===== src/rtl/crc_sequencer_if.sv =====
// Byte-stream input and result output handshake bundle for crc_sequencer.
//   in_valid/in_data/in_last/in_ready : message byte stream (producer -> sequencer)
//   out_valid/out_crc/out_ready       : finished CRC result (sequencer -> consumer)
// master = stream producer / result consumer, slave = the CRC sequencer.
interface crc_sequencer_if;
  logic        in_valid;
  logic [7:0]  in_data;
  logic        in_last;
  logic        in_ready;
  logic        out_valid;
  logic [63:0] out_crc;
  logic        out_ready;

  modport master (
    output in_valid, in_data, in_last, out_ready,
    input  in_ready, out_valid, out_crc
  );

  modport slave (
    input  in_valid, in_data, in_last, out_ready,
    output in_ready, out_valid, out_crc
  );
endinterface


===== src/rtl/crc_sequencer.sv =====
// Bit-serial CRC engine with runtime-configurable width (8..64 bits in byte
// steps), polynomial, init, final XOR and input/output reflection.
// Ports:
//   clk, rst            : clock, asynchronous active-high reset
//   cfg_load            : latch all cfg_* inputs (honoured in READY only)
//   cfg_width           : CRC width in bytes minus one
//   cfg_poly/init/xorout: polynomial (implicit top bit omitted), seed, final XOR
//   cfg_refin/refout    : per-byte input reflection, whole-result reflection
//   clear               : synchronous abort of the current message
//   busy                : high while shifting or finalising
//   bus (slave)         : byte stream in, result out
module crc_sequencer (
  input  logic                 clk,
  input  logic                 rst,
  input  logic                 cfg_load,
  input  logic [2:0]           cfg_width,
  input  logic [63:0]          cfg_poly,
  input  logic [63:0]          cfg_init,
  input  logic [63:0]          cfg_xorout,
  input  logic                 cfg_refin,
  input  logic                 cfg_refout,
  input  logic                 clear,
  output logic                 busy,
  crc_sequencer_if.slave       bus
);

  localparam int unsigned CRC_W  = 64;
  localparam int unsigned BYTE_W = 8;
  localparam int unsigned CNT_W  = 3;

  typedef enum logic [1:0] {
    READY = 2'd0,
    SHIFT = 2'd1,
    FINAL = 2'd2,
    DONE  = 2'd3
  } state_t;

  // All-ones in the low 8*(w+1) bits.
  function automatic logic [CRC_W-1:0] width_mask(input logic [2:0] w);
    return {CRC_W{1'b1}} >> (6'd56 - {w, 3'b000});
  endfunction

  // Bit-reverse the low 8*(w+1) bits: full 64-bit reverse, then drop the
  // (zero) bits that came from above the active width.
  function automatic logic [CRC_W-1:0] reflect_w(input logic [CRC_W-1:0] v,
                                                 input logic [2:0]       w);
    logic [CRC_W-1:0] r;
    for (int i = 0; i < CRC_W; i++) begin
      r[i] = v[CRC_W-1-i];
    end
    return r >> (6'd56 - {w, 3'b000});
  endfunction

  state_t             state;

  // Latched configuration (poly/init/xorout stored pre-masked to the width)
  logic [2:0]         width_q;
  logic [CRC_W-1:0]   poly_q;
  logic [CRC_W-1:0]   init_q;
  logic [CRC_W-1:0]   xorout_q;
  logic               refin_q;
  logic               refout_q;

  // Datapath state
  logic [CRC_W-1:0]   crc_q;
  logic [BYTE_W-1:0]  data_q;
  logic               last_q;
  logic [CNT_W-1:0]   bit_cnt;
  logic               out_valid_q;
  logic [CRC_W-1:0]   out_crc_q;

  // Combinational step terms
  logic [CRC_W-1:0]   mask;
  logic               bit_in;
  logic               fb;
  logic [CRC_W-1:0]   crc_step;
  logic [CRC_W-1:0]   crc_refl;
  logic [CRC_W-1:0]   crc_final;
  logic [CRC_W-1:0]   load_mask;

  assign mask      = width_mask(width_q);
  assign load_mask = width_mask(cfg_width);

  // LSB-first when reflecting input; ~bit_cnt == 7-bit_cnt gives MSB-first.
  assign bit_in    = refin_q ? data_q[bit_cnt] : data_q[~bit_cnt];

  // Feedback taken from the top bit of the active width.
  assign fb        = crc_q[{width_q, 3'b111}] ^ bit_in;
  assign crc_step  = ((crc_q << 1) & mask) ^ (fb ? poly_q : {CRC_W{1'b0}});

  assign crc_refl  = reflect_w(crc_q, width_q);
  assign crc_final = ((refout_q ? crc_refl : crc_q) ^ xorout_q) & mask;

  // Ready is withheld while a config load or abort is being applied.
  assign bus.in_ready  = (state == READY) && !cfg_load && !clear;
  assign bus.out_valid = out_valid_q;
  assign bus.out_crc   = out_crc_q;
  assign busy          = (state == SHIFT) || (state == FINAL);

  // Sequencer: state, configuration and CRC datapath.
  always_ff @(posedge clk or posedge rst) begin
    if (rst) begin
      state       <= READY;
      width_q     <= 3'd0;
      poly_q      <= {CRC_W{1'b0}};
      init_q      <= {CRC_W{1'b0}};
      xorout_q    <= {CRC_W{1'b0}};
      refin_q     <= 1'b0;
      refout_q    <= 1'b0;
      crc_q       <= {CRC_W{1'b0}};
      data_q      <= {BYTE_W{1'b0}};
      last_q      <= 1'b0;
      bit_cnt     <= {CNT_W{1'b0}};
      out_valid_q <= 1'b0;
      out_crc_q   <= {CRC_W{1'b0}};
    end else if (clear) begin
      // Abort: configuration and the last published result are kept.
      state       <= READY;
      crc_q       <= init_q;
      out_valid_q <= 1'b0;
      bit_cnt     <= {CNT_W{1'b0}};
    end else begin
      case (state)
        READY: begin
          if (cfg_load) begin
            width_q  <= cfg_width;
            poly_q   <= cfg_poly & load_mask;
            init_q   <= cfg_init & load_mask;
            xorout_q <= cfg_xorout & load_mask;
            refin_q  <= cfg_refin;
            refout_q <= cfg_refout;
            crc_q    <= cfg_init & load_mask;
          end else if (bus.in_valid) begin
            data_q  <= bus.in_data;
            last_q  <= bus.in_last;
            bit_cnt <= {CNT_W{1'b0}};
            state   <= SHIFT;
          end
        end

        SHIFT: begin
          crc_q   <= crc_step;
          bit_cnt <= bit_cnt + CNT_W'(1);
          if (bit_cnt == CNT_W'(7)) begin
            state <= last_q ? FINAL : READY;
          end
        end

        FINAL: begin
          out_crc_q <= crc_final;
          state     <= DONE;
        end

        DONE: begin
          // Result is captured leaving FINAL; valid is raised on the first
          // DONE edge and held until the consumer takes it.
          if (out_valid_q && bus.out_ready) begin
            out_valid_q <= 1'b0;
            crc_q       <= init_q;
            state       <= READY;
          end else begin
            out_valid_q <= 1'b1;
          end
        end

        default: state <= READY;
      endcase
    end
  end

endmodule


===== src/flat_wrapper.sv =====
// flat-port wrapper written by rule: the top's interface ports become plain ports
module crc_sequencer_flat 
  (clk, rst, cfg_load, cfg_width, cfg_poly, cfg_init, cfg_xorout, cfg_refin, cfg_refout, clear, busy, bus_in_valid, bus_in_data, bus_in_last, bus_out_ready, bus_in_ready, bus_out_valid, bus_out_crc);
  crc_sequencer_if bus_i ();
  input  logic clk;
  input  logic rst;
  input  logic cfg_load;
  input  logic [2:0] cfg_width;
  input  logic [63:0] cfg_poly;
  input  logic [63:0] cfg_init;
  input  logic [63:0] cfg_xorout;
  input  logic cfg_refin;
  input  logic cfg_refout;
  input  logic clear;
  output logic busy;
  input wire logic [$bits(bus_i.in_valid)-1:0] bus_in_valid;
  input wire logic [$bits(bus_i.in_data)-1:0] bus_in_data;
  input wire logic [$bits(bus_i.in_last)-1:0] bus_in_last;
  input wire logic [$bits(bus_i.out_ready)-1:0] bus_out_ready;
  output wire logic [$bits(bus_i.in_ready)-1:0] bus_in_ready;
  output wire logic [$bits(bus_i.out_valid)-1:0] bus_out_valid;
  output wire logic [$bits(bus_i.out_crc)-1:0] bus_out_crc;
  assign bus_i.in_valid = bus_in_valid;
  assign bus_i.in_data = bus_in_data;
  assign bus_i.in_last = bus_in_last;
  assign bus_i.out_ready = bus_out_ready;
  assign bus_in_ready = bus_i.in_ready;
  assign bus_out_valid = bus_i.out_valid;
  assign bus_out_crc = bus_i.out_crc;
  crc_sequencer u_core (.clk(clk), .rst(rst), .cfg_load(cfg_load), .cfg_width(cfg_width), .cfg_poly(cfg_poly), .cfg_init(cfg_init), .cfg_xorout(cfg_xorout), .cfg_refin(cfg_refin), .cfg_refout(cfg_refout), .clear(clear), .busy(busy), .bus(bus_i));
endmodule

===== config.mk =====
export PLATFORM = sky130hd
export DESIGN_NAME = crc_sequencer_flat
export DESIGN_NICKNAME = d
export VERILOG_FILES = /design/src/rtl/crc_sequencer_if.sv /design/src/rtl/crc_sequencer.sv /design/src/flat_wrapper.sv
export SDC_FILE = /design/constraint.sdc
export NUM_CORES = 1
export LEC_CHECK = 0
export CORE_UTILIZATION = 50
export DETAILED_ROUTE_END_ITERATION = 10
export PLACE_DENSITY = 0.85
export REMOVE_ABC_BUFFERS = 1
export SETUP_SLACK_MARGIN = 0.3
export SYNTH_ARGS = -nofsm -noshare
export SYNTH_HDL_FRONTEND = slang
export SYNTH_SLANG_ARGS = --single-unit
export TNS_END_PERCENT = 10

===== constraint.sdc =====
create_clock -name clk -period 10.6 [get_ports clk]
set_input_delay 2.12 -clock clk [delete_from_list [all_inputs] [get_ports clk]]
set_output_delay 2.12 -clock clk [all_outputs]
set_load 0.01 [all_outputs]

==> impl_metrics.prom, run 1 <==
# TYPE chip_impl_metric gauge
chip_impl_metric{name="setup_viol",unit=""} 0
chip_impl_metric{name="final_max_slew_viol_count",unit=""} 0
chip_impl_metric{name="fp.dieArea",unit="sq um"} 36900
chip_impl_metric{name="num_vias",unit=""} 16100
chip_impl_metric{name="wl_met3",unit="mm"} 6.83
chip_impl_metric{name="grt_pass1_vias",unit=""} 15800
chip_impl_metric{name="grt_overflow",unit=""} 0
chip_impl_info{name="tritoncts",value="done"} 1
chip_impl_info{name="cts-root-buf",value="clkbuf_16"} 1
chip_impl_info{name="rsz0062_at_grt",value="no"} 1
chip_impl_metric{name="gpl.final_weighted_congestion",unit=""} 0.931
chip_impl_metric{name="drt_drc_violations_left",unit=""} 0
chip_impl_metric{name="depth_of_the_cts_h_tree",unit=""} 2
chip_impl_metric{name="grt_first_pass_wirelength",unit="mm"} 91.0
chip_impl_metric{name="power_frac_seq",unit=""} 0.355
chip_impl_metric{name="cts-buffers-inserted",unit=""} 37
chip_impl_metric{name="buffer_ports.inserted",unit=""} 278
chip_impl_metric{name="fin_crit",unit="ns"} 6.58
chip_impl_metric{name="ys_types",unit=""} 53
chip_impl_metric{name="clock_path_buffers",unit=""} 3
chip_impl_metric{name="p_comb_frac",unit=""} 0.457
chip_impl_info{name="top_layer",value="met5"} 1
chip_impl_metric{name="postCtsHoldBufs",unit=""} 0
chip_impl_info{name="mostFrequentLayoutCell",value="dfrtp_1"} 1
chip_impl_metric{name="final_net_count",unit=""} 2202
chip_impl_metric{name="rows",unit=""} 69
chip_impl_info{name="criticalPathCategory",value="in -> out"} 1
chip_impl_metric{name="core_area",unit="sq um"} 35600
chip_impl_metric{name="max_freq",unit="GHz"} 0.152
chip_impl_metric{name="synthToLayoutAreaGrowth",unit="%"} 23.1
chip_impl_metric{name="initial_utilization",unit=""} 0.508
chip_impl_metric{name="detail_route.iter0.violations",unit=""} 2076
chip_impl_metric{name="track_usage",unit=""} 0.324
chip_impl_metric{name="power.share.switching",unit=""} 0.426
chip_impl_metric{name="synth_seq_cells",unit=""} 340
chip_impl_metric{name="switchingPower",unit="W"} 0.00306
chip_impl_metric{name="synth_sequential_area_ratio",unit=""} 0.471
chip_impl_metric{name="power-per-cell-area",unit="nW/um^2"} 323
chip_impl_metric{name="worst_slew_margin_rel",unit=""} 0.119
chip_impl_metric{name="route.final.wire_length",unit="mm"} 59.7
chip_impl_metric{name="finish.instance_area",unit="sq um"} 22200
chip_impl_metric{name="io_pins",unit=""} 279
chip_impl_metric{name="detailed_place.area",unit="sq um"} 21000
chip_impl_metric{name="antenna_found_initial",unit=""} 6
chip_impl_metric{name="vias_per_cell",unit=""} 6.51
chip_impl_info{name="worst_setup_path_end_kind",value="output port"} 1
chip_impl_metric{name="asyncSetResetFlopFracSynth",unit=""} 1.00
chip_impl_metric{name="postSynthAreaPerCell",unit="sq um"} 9.99
chip_impl_metric{name="synth.cell_area",unit="sq um"} 18100
chip_impl_metric{name="post_cts.repair.setup_buffers",unit=""} 0
chip_impl_metric{name="worstSkewPairLatency",unit="ns"} 0.53
chip_impl_metric{name="die-width",unit="um"} 192
chip_impl_metric{name="clock_power_share",unit=""} 0.188
chip_impl_metric{name="drt-met1-wl",unit="mm"} 23.1
chip_impl_metric{name="cts.reportedPaths.clkPinSlew",unit="ns"} 0.06
chip_impl_metric{name="hpwlAfterDp",unit="mm"} 39.9
chip_impl_metric{name="cts-resized-gates",unit=""} 0
chip_impl_metric{name="cp_data_arrival_time",unit="ns"} 4.46
chip_impl_metric{name="wl_met2",unit="mm"} 27.3
chip_impl_metric{name="grt_start_max_net_pins",unit=""} 176
chip_impl_info{name="run_status",value="finished clean"} 1
chip_impl_metric{name="skew",unit="ns"} 0.0115
chip_impl_info{name="ys_dominant_reg_cell",value="dfrtp_1"} 1
chip_impl_metric{name="internal-power",unit="W"} 0.00413
chip_impl_metric{name="finalWorstSetupSlack",unit="ns"} 4.02
chip_impl_metric{name="post_detailed_route_count_of_antenna_violating_nets",unit=""} 0
chip_impl_metric{name="path_max_fanout",unit=""} 43
chip_impl_metric{name="worstMarginPinSlew",unit="ns"} 1.32
chip_impl_metric{name="leakage",unit="nW"} 9.32
chip_impl_metric{name="drv.max_cap_violation_count",unit=""} 0
chip_impl_metric{name="die_h",unit="um"} 192
chip_impl_metric{name="postSynthCellCount",unit=""} 1809
chip_impl_metric{name="place_worst_setup_slack",unit="ns"} 4.08
chip_impl_metric{name="power.ir.vdd_worst",unit="mV"} 0.245
chip_impl_metric{name="cts_sinks",unit=""} 340
chip_impl_metric{name="drt_pre_antenna_iters",unit=""} 6
chip_impl_metric{name="setup-tns-final",unit="ns"} 0
chip_impl_metric{name="post_synth_edffs",unit=""} 0
chip_impl_metric{name="routed_wire_length_per_instance",unit="um"} 24.1
chip_impl_metric{name="synth-warning-count",unit=""} 0
chip_impl_metric{name="final_hold_viol_count",unit=""} 0
chip_impl_metric{name="fill_cells",unit=""} 2800
chip_impl_metric{name="drive_gt1_frac",unit=""} 0.102
chip_impl_metric{name="min_period_over_period",unit=""} 0.621
chip_impl_info{name="layout_common_cells",value="337 x dfrtp_1, 288 x nand2_1, 278 x clkdlybuf4s50_1"} 1
chip_impl_info{name="min-delay-path-class",value="reg -> reg"} 1
chip_impl_metric{name="critical_path_required",unit="ns"} 8.48
chip_impl_info{name="worst_setup_path_start_kind",value="primary input"} 1
[synth_stat cells, types with 5 or more instances]
cell type,count,area share
xor2_1,28,0.014
buf_1,20,0.0042
o22a_1,5,0.0024
mux2_2,70,0.044
and2_1,11,0.0038
mux2i_1,32,0.018
o21ai_0,121,0.034
o221ai_1,13,0.0063
o21ai_1,14,0.0039
nor3b_1,5,0.0021
o22ai_1,37,0.013
nand2_1,291,0.060
o31a_1,5,0.0024
mux4_2,33,0.041
a31o_2,7,0.0034
a32oi_1,15,0.0073
nor2_1,77,0.016
nand3_1,60,0.017
nor3_1,9,0.0025
clkbuf_2,6,0.0017
a21oi_1,69,0.019
a31oi_1,30,0.010
buf_2,24,0.0066
clkbuf_1,108,0.022
inv_1,6,0.0012
a221oi_1,22,0.011
and3_1,11,0.0038
o211ai_1,8,0.0033
nor2b_1,10,0.0035
buf_4,7,0.0029
and4_1,6,0.0029
nand4_1,13,0.0045
dfrtp_1,340,0.47
a22oi_1,22,0.0091
ha_1,6,0.0042
xnor2_1,77,0.037
a22o_1,157,0.076
[per-layer routing]
metal | vias up | GRT usage
li1 | 6990 | -
met1 | 7917 | 0.435
met2 | 1035 | 0.503
met3 | 181 | 0.0729
met4 | 2 | 0.143
met5 | - | 0
[logic make-up (layout without fill, tap and decap cells)]
family | after synthesis | in the layout | synth area share
flops | 340 | 340 | 0.471
xor+xnor | 105 | 105 | 0.0509
compound gates | 548 | 548 | 0.213
simple gates | 502 | 502 | 0.119
mux | 135 | 135 | 0.103
buf+inv | 173 | 375 | 0.0395
other cells | 0 | 5 | 0
fa+ha+maj | 6 | 6 | 0.00416
[critical path, stage by stage]
cell,delay [ns]
clkdlybuf4s50_1,0.71
inv_1,0.16
buf_4,0.51
nand2_1,0.20
nor2_1,0.19
clkdlybuf4s50_1,0.56
[final timing paths]
path                       slack (ns)  cells past startpoint                  start                endpoint
max                              4.02                      6                  clear            bus_in_ready
min                              0.48                      2  u_core.bus.out_crc[1]   u_core.bus.out_crc[1]
max reg2reg                      6.12                      7      u_core.width_q[0]        u_core.crc_q[40]
min reg2reg                      0.48                      2  u_core.bus.out_crc[1]   u_core.bus.out_crc[1]
max in group asynchronous        7.02                      3                    rst       u_core.init_q[26]
min in group asynchronous        2.13                      2                    rst  u_core.bus.out_crc[37]
[flip-flops by register name, summed over array words and instances, names as in the netlist]
name / count
u_core.bit_cnt: 3
u_core.bus.out_crc: 64
u_core.bus.out_valid: 1
u_core.crc_q: 64
u_core.data_q: 8
u_core.init_q: 64
u_core.last_q: 1
u_core.poly_q: 64
u_core.refin_q: 1
u_core.refout_q: 1
u_core.state: 2
u_core.width_q: 3
u_core.xorout_q: 64
[layout make-up]
class / count / area, sq um / area share
sequential: 340 / 8520 / 0.383
inverter: 8 / 37.5 / 0.00169
clock buffer: 53 / 1090 / 0.0489
timing repair buffer: 301 / 2970 / 0.133
antenna: 5 / 12.5 / 0.000563
multi-input combinational: 1296 / 8860 / 0.399
tap: 461 / 577 / 0.0259
clock inverter: 13 / 176 / 0.00793
[power groups by stage]
| stage | logic, W | clock network [W] | registers [W] |
|---|---|---|---|
| 6_report | 0.00329 | 0.00135 | 0.00255 |
| 5_1_grt | 0.00353 | 0.00141 | 0.00260 |
| 4_1_cts | 0.00323 | 0.00136 | 0.00251 |
| 3_5_place_dp | 0.00322 | 0 | 0.00253 |
| 3_3_place_gp | 0.00311 | 0 | 0.00249 |
| 2_1_floorplan | 0.00219 | 0 | 0.00234 |
[per-stage QoR]
stage | util | power, W | instances | hold WS (ns)
floorplan | - | 0.00454 | 1644 | 0.449
global placement | 0.589 | 0.00560 | 2406 | 0.461
detailed placement | 0.589 | 0.00574 | 2406 | 0.472
CTS | 0.625 | 0.00711 | 2472 | 0.484
global route | 0.625 | 0.00755 | 2475 | 0.504
finish | 0.625 | 0.00719 | 2477 | 0.482
Power figures use the tool's default switching activity.
==> run 2: changes to the inputs <==
- CORE_UTILIZATION: 50 -> 55
- PLACE_DENSITY: 0.85 -> 0.88
- clock period: 10.6 -> 6.1 ns (I/O delays scaled with it)
==> impl_metrics.prom, run 2 (synthesis results as in run 1) <==
# TYPE chip_impl_metric gauge
chip_impl_metric{name="antenna_found_initial",unit=""} 0
chip_impl_metric{name="power.ir.vdd_worst",unit="mV"} 0.454
chip_impl_info{name="rsz0062_at_grt",value="no"} 1
chip_impl_metric{name="cp_slowest_stage_delay",unit="ns"} 0.69
chip_impl_metric{name="depth_of_the_cts_h_tree",unit=""} 2
chip_impl_metric{name="vias_per_cell",unit=""} 6.76
chip_impl_metric{name="fp.dieArea",unit="sq um"} 33600
chip_impl_metric{name="cts-buffers-inserted",unit=""} 37
chip_impl_metric{name="hpwlAfterDp",unit="mm"} 39.8
chip_impl_metric{name="worst_slew_margin_rel",unit=""} 0.0985
chip_impl_info{name="worst_setup_path_start_kind",value="primary input"} 1
chip_impl_metric{name="drv.max_cap_violation_count",unit=""} 0
chip_impl_info{name="layout_common_cells",value="337 x dfrtp_1, 288 x nand2_1, 278 x clkdlybuf4s50_1"} 1
chip_impl_info{name="crit_family",value="buffers and inverters"} 1
chip_impl_metric{name="multiInputGateArea",unit="sq um"} 8860
chip_impl_info{name="worst_setup_path_end_kind",value="output port"} 1
chip_impl_metric{name="grt_overflow",unit=""} 0
chip_impl_metric{name="post_cts.repair.setup_buffers",unit=""} 0
chip_impl_metric{name="rows",unit=""} 66
chip_impl_metric{name="worst_hold_path.num_cells",unit=""} 2
chip_impl_metric{name="critPathBufInv",unit=""} 4
chip_impl_info{name="worst_hold_path.endpoint",value="u_core.bus.out_crc[4]"} 1
chip_impl_info{name="timing.rr.end",value="u_core.crc_q[5]"} 1
chip_impl_metric{name="setup_viol",unit=""} 0
chip_impl_metric{name="initial_utilization",unit=""} 0.557
chip_impl_metric{name="core_area",unit="sq um"} 32500
chip_impl_metric{name="fill_cells",unit=""} 2338
chip_impl_metric{name="skew",unit="ns"} 0.0141
chip_impl_info{name="hold_crit_start",value="u_core.bus.out_crc[4]"} 1
chip_impl_info{name="worst_r2r_startpoint",value="u_core.width_q[2]"} 1
chip_impl_metric{name="io_pins",unit=""} 279
chip_impl_metric{name="finalWorstSetupSlack",unit="ns"} 1.57
chip_impl_metric{name="num_vias",unit=""} 16600
chip_impl_metric{name="antennaDiodeCount",unit=""} 0
chip_impl_metric{name="final_net_count",unit=""} 2206
chip_impl_metric{name="ff2ff_setup_slack",unit="ns"} 2.18
chip_impl_metric{name="cts_sinks",unit=""} 340
chip_impl_metric{name="grt_start_max_net_pins",unit=""} 127
chip_impl_metric{name="setup-tns-final",unit="ns"} 0
chip_impl_metric{name="path_max_fanout",unit=""} 22
chip_impl_metric{name="detail_route.iter0.violations",unit=""} 2429
chip_impl_metric{name="postCtsHoldBufs",unit=""} 0
chip_impl_metric{name="leakage",unit="nW"} 9.34
chip_impl_metric{name="die_h",unit="um"} 183
chip_impl_info{name="crit_start",value="clear"} 1
chip_impl_metric{name="max_freq",unit="GHz"} 0.221
chip_impl_info{name="critical_path.cell_chain",value="clkdlybuf4s50_1, inv_1, buf_4, nand2_1, nor2_1, clkdlybuf4s50_1"} 1
chip_impl_metric{name="route.final.wire_length",unit="mm"} 59.5
chip_impl_info{name="criticalPathCategory",value="in -> out"} 1
chip_impl_metric{name="die-width",unit="um"} 183
chip_impl_metric{name="worst_reg_to_reg_cells",unit=""} 7
chip_impl_metric{name="min_period_over_period",unit=""} 0.743
chip_impl_metric{name="drt_pre_antenna_iters",unit=""} 6
chip_impl_metric{name="fin_crit",unit="ns"} 4.53
chip_impl_metric{name="cts.reportedPaths.clkPinSlew",unit="ns"} 0.06
chip_impl_metric{name="track_usage",unit=""} 0.355
chip_impl_info{name="min-delay-path-class",value="reg -> reg"} 1
chip_impl_metric{name="routed_wire_length_per_instance",unit="um"} 24.2
chip_impl_metric{name="final_max_slew_viol_count",unit=""} 0
chip_impl_info{name="mostFrequentLayoutCell",value="dfrtp_1"} 1
chip_impl_metric{name="buffer_ports.inserted",unit=""} 278
chip_impl_info{name="timing.critical_path.mode_cell",value="clkdlybuf4s50_1"} 1
chip_impl_metric{name="worstMarginPinSlew",unit="ns"} 1.35
chip_impl_metric{name="drive_gt1_frac",unit=""} 0.104
chip_impl_metric{name="gpl.final_weighted_congestion",unit=""} 0.950
chip_impl_metric{name="power-per-cell-area",unit="nW/um^2"} 566
chip_impl_metric{name="critical_path_required",unit="ns"} 4.88
chip_impl_metric{name="cts-resized-gates",unit=""} 0
chip_impl_metric{name="clock_path_buffers",unit=""} 3
chip_impl_info{name="run_status",value="finished clean"} 1
chip_impl_info{name="cts-root-buf",value="clkbuf_16"} 1
chip_impl_metric{name="synthToLayoutAreaGrowth",unit="%"} 23.2
chip_impl_metric{name="grt_pass1_vias",unit=""} 16300
chip_impl_metric{name="post_detailed_route_count_of_antenna_violating_nets",unit=""} 0
chip_impl_metric{name="drt_drc_violations_left",unit=""} 0
chip_impl_info{name="tritoncts",value="done"} 1
chip_impl_metric{name="final_hold_viol_count",unit=""} 0
chip_impl_metric{name="utilization",unit=""} 0.686
chip_impl_metric{name="grt_first_pass_wirelength",unit="mm"} 91.8
chip_impl_metric{name="layout.area.seq",unit="sq um"} 8510
chip_impl_metric{name="path_depth",unit=""} 6
chip_impl_info{name="worst_path_max_delay_cell",value="clkdlybuf4s50_1"} 1
chip_impl_metric{name="worstSkewPairLatency",unit="ns"} 0.53
chip_impl_metric{name="place_worst_setup_slack",unit="ns"} 1.64
chip_impl_metric{name="cp_data_arrival_time",unit="ns"} 3.31
-- run 2: cell count changes in the layout (fill, tap and decap cells not counted), moves of 2 or more --
cell and change:
clkbuf_1 -2, diode_2 -5, clkinvlp_4 +2, clkbuf_8 -4, buf_12 +3
-- run 2: stage by stage --
| stage | total power (W) | area, sq um | std cells | hold slack (ns) |
|---|---|---|---|---|
| finish | 0.0126 | 22300 | 2455 | 0.481 |
| detailed placement | 0.00999 | 21000 | 2391 | 0.469 |
| CTS | 0.0124 | 22300 | 2455 | 0.483 |
| floorplan | 0.00788 | 17400 | 1644 | 0.449 |
| global route | 0.0131 | 22300 | 2455 | 0.500 |
| global placement | 0.00972 | 21000 | 2391 | 0.459 |
-- run 2: how the worst max path moves through the flow --
stage / end / slack, ns
2_1_floorplan: u_core.bit_cnt[0] / -4.54
3_3_place_gp: bus_in_ready / 1.67
3_5_place_dp: bus_in_ready / 1.64
4_1_cts: bus_in_ready / 1.61
5_1_grt: bus_in_ready / 1.53
6_report: bus_in_ready / 1.57
-- run 2: layout make-up --
cell class | instances | share of cell area
Clock buffer | 47 | 0.0461
Multi-Input combinational cell | 1296 | 0.398
Tap cell | 442 | 0.0248
Inverter | 8 | 0.00169
Timing Repair Buffer | 305 | 0.136
Sequential cell | 340 | 0.383
Clock inverter | 17 | 0.0102
-- run 2: layer usage --
metal / wire length, um / vias to the layer above / track usage
li1: - / 6984 / -
met1: 22100 / 8057 / 0.463
met2: 26600 / 1269 / 0.548
met3: 7110 / 278 / 0.0870
met4: 3720 / 0 / 0.188
met5: 0 / - / 0
-- run 2: tightest hold or removal path, stage by stage (launching register included) --
cell and delay, ns:
dfrtp_1 0.34, nand2_1 0.04, o21ai_0 0.06
-- run 2: power breakdown --
part	internal, W	switching [W]	total (W)
registers	0.00317	0.00110	0.00427
logic	0.00262	0.00337	0.00599
clock network	0.00141	0.000941	0.00235
total	0.00719	0.00541	0.0126
==> run 3: changes to the inputs <==
- clock period: 6.1 -> 4.6 ns (I/O delays scaled with it)
==> impl_metrics.prom, run 3 (synthesis results as in run 1) <==
# TYPE chip_impl_metric gauge
chip_impl_metric{name="route.final.wire_length",unit="mm"} 59.1
chip_impl_metric{name="max_freq",unit="GHz"} 0.284
chip_impl_metric{name="leakage",unit="nW"} 9.39
chip_impl_metric{name="post_detailed_route_count_of_antenna_violating_nets",unit=""} 0
chip_impl_metric{name="synthToLayoutAreaGrowth",unit="%"} 23.8
chip_impl_metric{name="core_area",unit="sq um"} 32500
chip_impl_metric{name="min_period_over_period",unit=""} 0.764
chip_impl_metric{name="num_vias",unit=""} 16400
chip_impl_metric{name="fp.dieArea",unit="sq um"} 33600
chip_impl_metric{name="hold_ws",unit="ns"} 0.479
chip_impl_metric{name="grt_pass1_vias",unit=""} 16500
chip_impl_metric{name="cp_data_arrival_time",unit="ns"} 2.59
chip_impl_metric{name="worst_slew_margin_rel",unit=""} 0.374
chip_impl_metric{name="drive_gt1_frac",unit=""} 0.109
chip_impl_metric{name="io_pins",unit=""} 279
chip_impl_metric{name="utilization",unit=""} 0.689
chip_impl_metric{name="hpwlAfterDp",unit="mm"} 40.4
chip_impl_metric{name="initial_utilization",unit=""} 0.557
chip_impl_metric{name="worstMarginPinSlew",unit="ns"} 0.931
chip_impl_metric{name="power.ir.vdd_worst",unit="mV"} 0.436
chip_impl_metric{name="track_usage",unit=""} 0.354
chip_impl_metric{name="vias_per_cell",unit=""} 6.64
chip_impl_metric{name="fin_crit",unit="ns"} 3.51
chip_impl_metric{name="cts-resized-gates",unit=""} 0
chip_impl_metric{name="postCtsHoldBufs",unit=""} 0
chip_impl_info{name="worst_setup_path_end_kind",value="output port"} 1
chip_impl_info{name="rsz0062_at_grt",value="no"} 1
chip_impl_metric{name="cts.reportedPaths.clkPinSlew",unit="ns"} 0.06
chip_impl_info{name="min-delay-path-class",value="reg -> reg"} 1
chip_impl_metric{name="worst_reg_to_reg_cells",unit=""} 7
chip_impl_metric{name="drt_drc_violations_left",unit=""} 0
chip_impl_metric{name="dp.cells",unit=""} 2400
chip_impl_metric{name="final_hold_viol_count",unit=""} 0
chip_impl_metric{name="post_cts.repair.setup_buffers",unit=""} 0
chip_impl_metric{name="drt_pre_antenna_iters",unit=""} 7
chip_impl_metric{name="critical_path_required",unit="ns"} 3.68
chip_impl_info{name="crit_start",value="clear"} 1
chip_impl_metric{name="ff2ff_setup_slack",unit="ns"} 1.60
chip_impl_metric{name="drv.max_cap_violation_count",unit=""} 0
chip_impl_metric{name="clock_path_buffers",unit=""} 3
chip_impl_metric{name="skew",unit="ns"} 0.0111
chip_impl_metric{name="grt_start_max_net_pins",unit=""} 104
chip_impl_metric{name="final_max_slew_viol_count",unit=""} 0
chip_impl_metric{name="detailed_place.area",unit="sq um"} 21100
chip_impl_info{name="mostFrequentLayoutCell",value="dfrtp_1"} 1
chip_impl_metric{name="cts-buffers-inserted",unit=""} 38
chip_impl_info{name="layout_common_cells",value="337 x dfrtp_1, 288 x nand2_1, 278 x clkdlybuf4s50_1"} 1
chip_impl_info{name="criticalPathCategory",value="in -> out"} 1
chip_impl_metric{name="detail_route.iter0.violations",unit=""} 2236
chip_impl_metric{name="antenna_found_initial",unit=""} 2
chip_impl_metric{name="finish.instance_area",unit="sq um"} 22400
chip_impl_metric{name="die_h",unit="um"} 183
chip_impl_metric{name="buffer_ports.inserted",unit=""} 278
chip_impl_metric{name="worstSkewPairLatency",unit="ns"} 0.53
chip_impl_metric{name="die-width",unit="um"} 183
chip_impl_metric{name="final_net_count",unit=""} 2216
chip_impl_metric{name="grt_first_pass_wirelength",unit="mm"} 92.0
chip_impl_metric{name="grt_overflow",unit=""} 0
chip_impl_metric{name="gpl.final_weighted_congestion",unit=""} 0.940
chip_impl_metric{name="rows",unit=""} 66
chip_impl_info{name="cts-root-buf",value="clkbuf_16"} 1
chip_impl_metric{name="routed_wire_length_per_instance",unit="um"} 23.9
chip_impl_info{name="worst_r2r_startpoint",value="u_core.width_q[2]"} 1
chip_impl_info{name="run_status",value="finished clean"} 1
chip_impl_metric{name="cts_sinks",unit=""} 340
chip_impl_info{name="timing.rr.end",value="u_core.crc_q[52]"} 1
chip_impl_metric{name="power-per-cell-area",unit="nW/um^2"} 746
chip_impl_metric{name="depth_of_the_cts_h_tree",unit=""} 2
chip_impl_metric{name="post_layout_nonfiller_instances",unit=""} 2469
chip_impl_metric{name="setup_viol",unit=""} 0
chip_impl_info{name="hold_crit_start",value="u_core.bus.out_crc[4]"} 1
chip_impl_info{name="tritoncts",value="done"} 1
chip_impl_info{name="worst_hold_path.endpoint",value="u_core.bus.out_crc[4]"} 1
chip_impl_metric{name="path_max_fanout",unit=""} 16
chip_impl_metric{name="worst_hold_path.num_cells",unit=""} 2
chip_impl_info{name="worst_setup_path_start_kind",value="primary input"} 1
run 3: changes by cell type in the layout (fill, tap and decap cells not counted), sizes merged:
cell      before  now
bufinv         5    4
clkinvlp       2    4
buf           27   36
diode          0    1
clkbuf        47   50
run 3: layout make-up:
class	count	area (sq um)
Antenna cell	1	2.50
Clock inverter	18	208
Sequential cell	340	8510
Multi-Input combinational cell	1296	8860
Clock buffer	50	1060
Timing Repair Buffer	314	3130
Inverter	8	37.5
Fill cell	2278	10100
Tap cell	442	553
run 3: power by group:
| part | total, W | switching (W) | internal, W |
|---|---|---|---|
| registers | 0.00576 | 0.00157 | 0.00420 |
| clock network | 0.00309 | 0.00124 | 0.00185 |
| logic | 0.00783 | 0.00430 | 0.00353 |
| total | 0.0167 | 0.00711 | 0.00957 |
run 3: worst max path at each step:
stage                                   endpoint  cells after the start  slack, ns
after detailed placement        u_core.crc_q[12]                      5       0.97
after global placement    u_core.bus.out_crc[30]                      6       1.10
after floorplan                u_core.bit_cnt[0]                      1      -5.74
final                               bus_in_ready                      5       1.09
after global routing                bus_in_ready                      5       1.01
after CTS                           bus_in_ready                      5       1.11
run 3: per-stage QoR:
step | power, W | setup TNS [ns] | worst slack (ns)
3_5_place_dp | 0.0133 | 0 | 0.966
5_1_grt | 0.0175 | 0 | 1.01
6_report | 0.0167 | 0 | 1.09
3_3_place_gp | 0.0130 | 0 | 1.10
2_1_floorplan | 0.0105 | -2361.06 | -5.74
4_1_cts | 0.0164 | 0 | 1.11
run 3: worst max-delay path, cell delays in order:
cell and delay [ns]:
clkdlybuf4s50_1 0.67, inv_1 0.17, nand2_1 0.11, nor2_1 0.16, clkdlybuf4s50_1 0.56
run 3: metal layers:
layer  wire length, um  global-route usage
met1             22400               0.476
met2             26700               0.539
met3              6820              0.0739
met4              3180               0.190
met5                17                   0
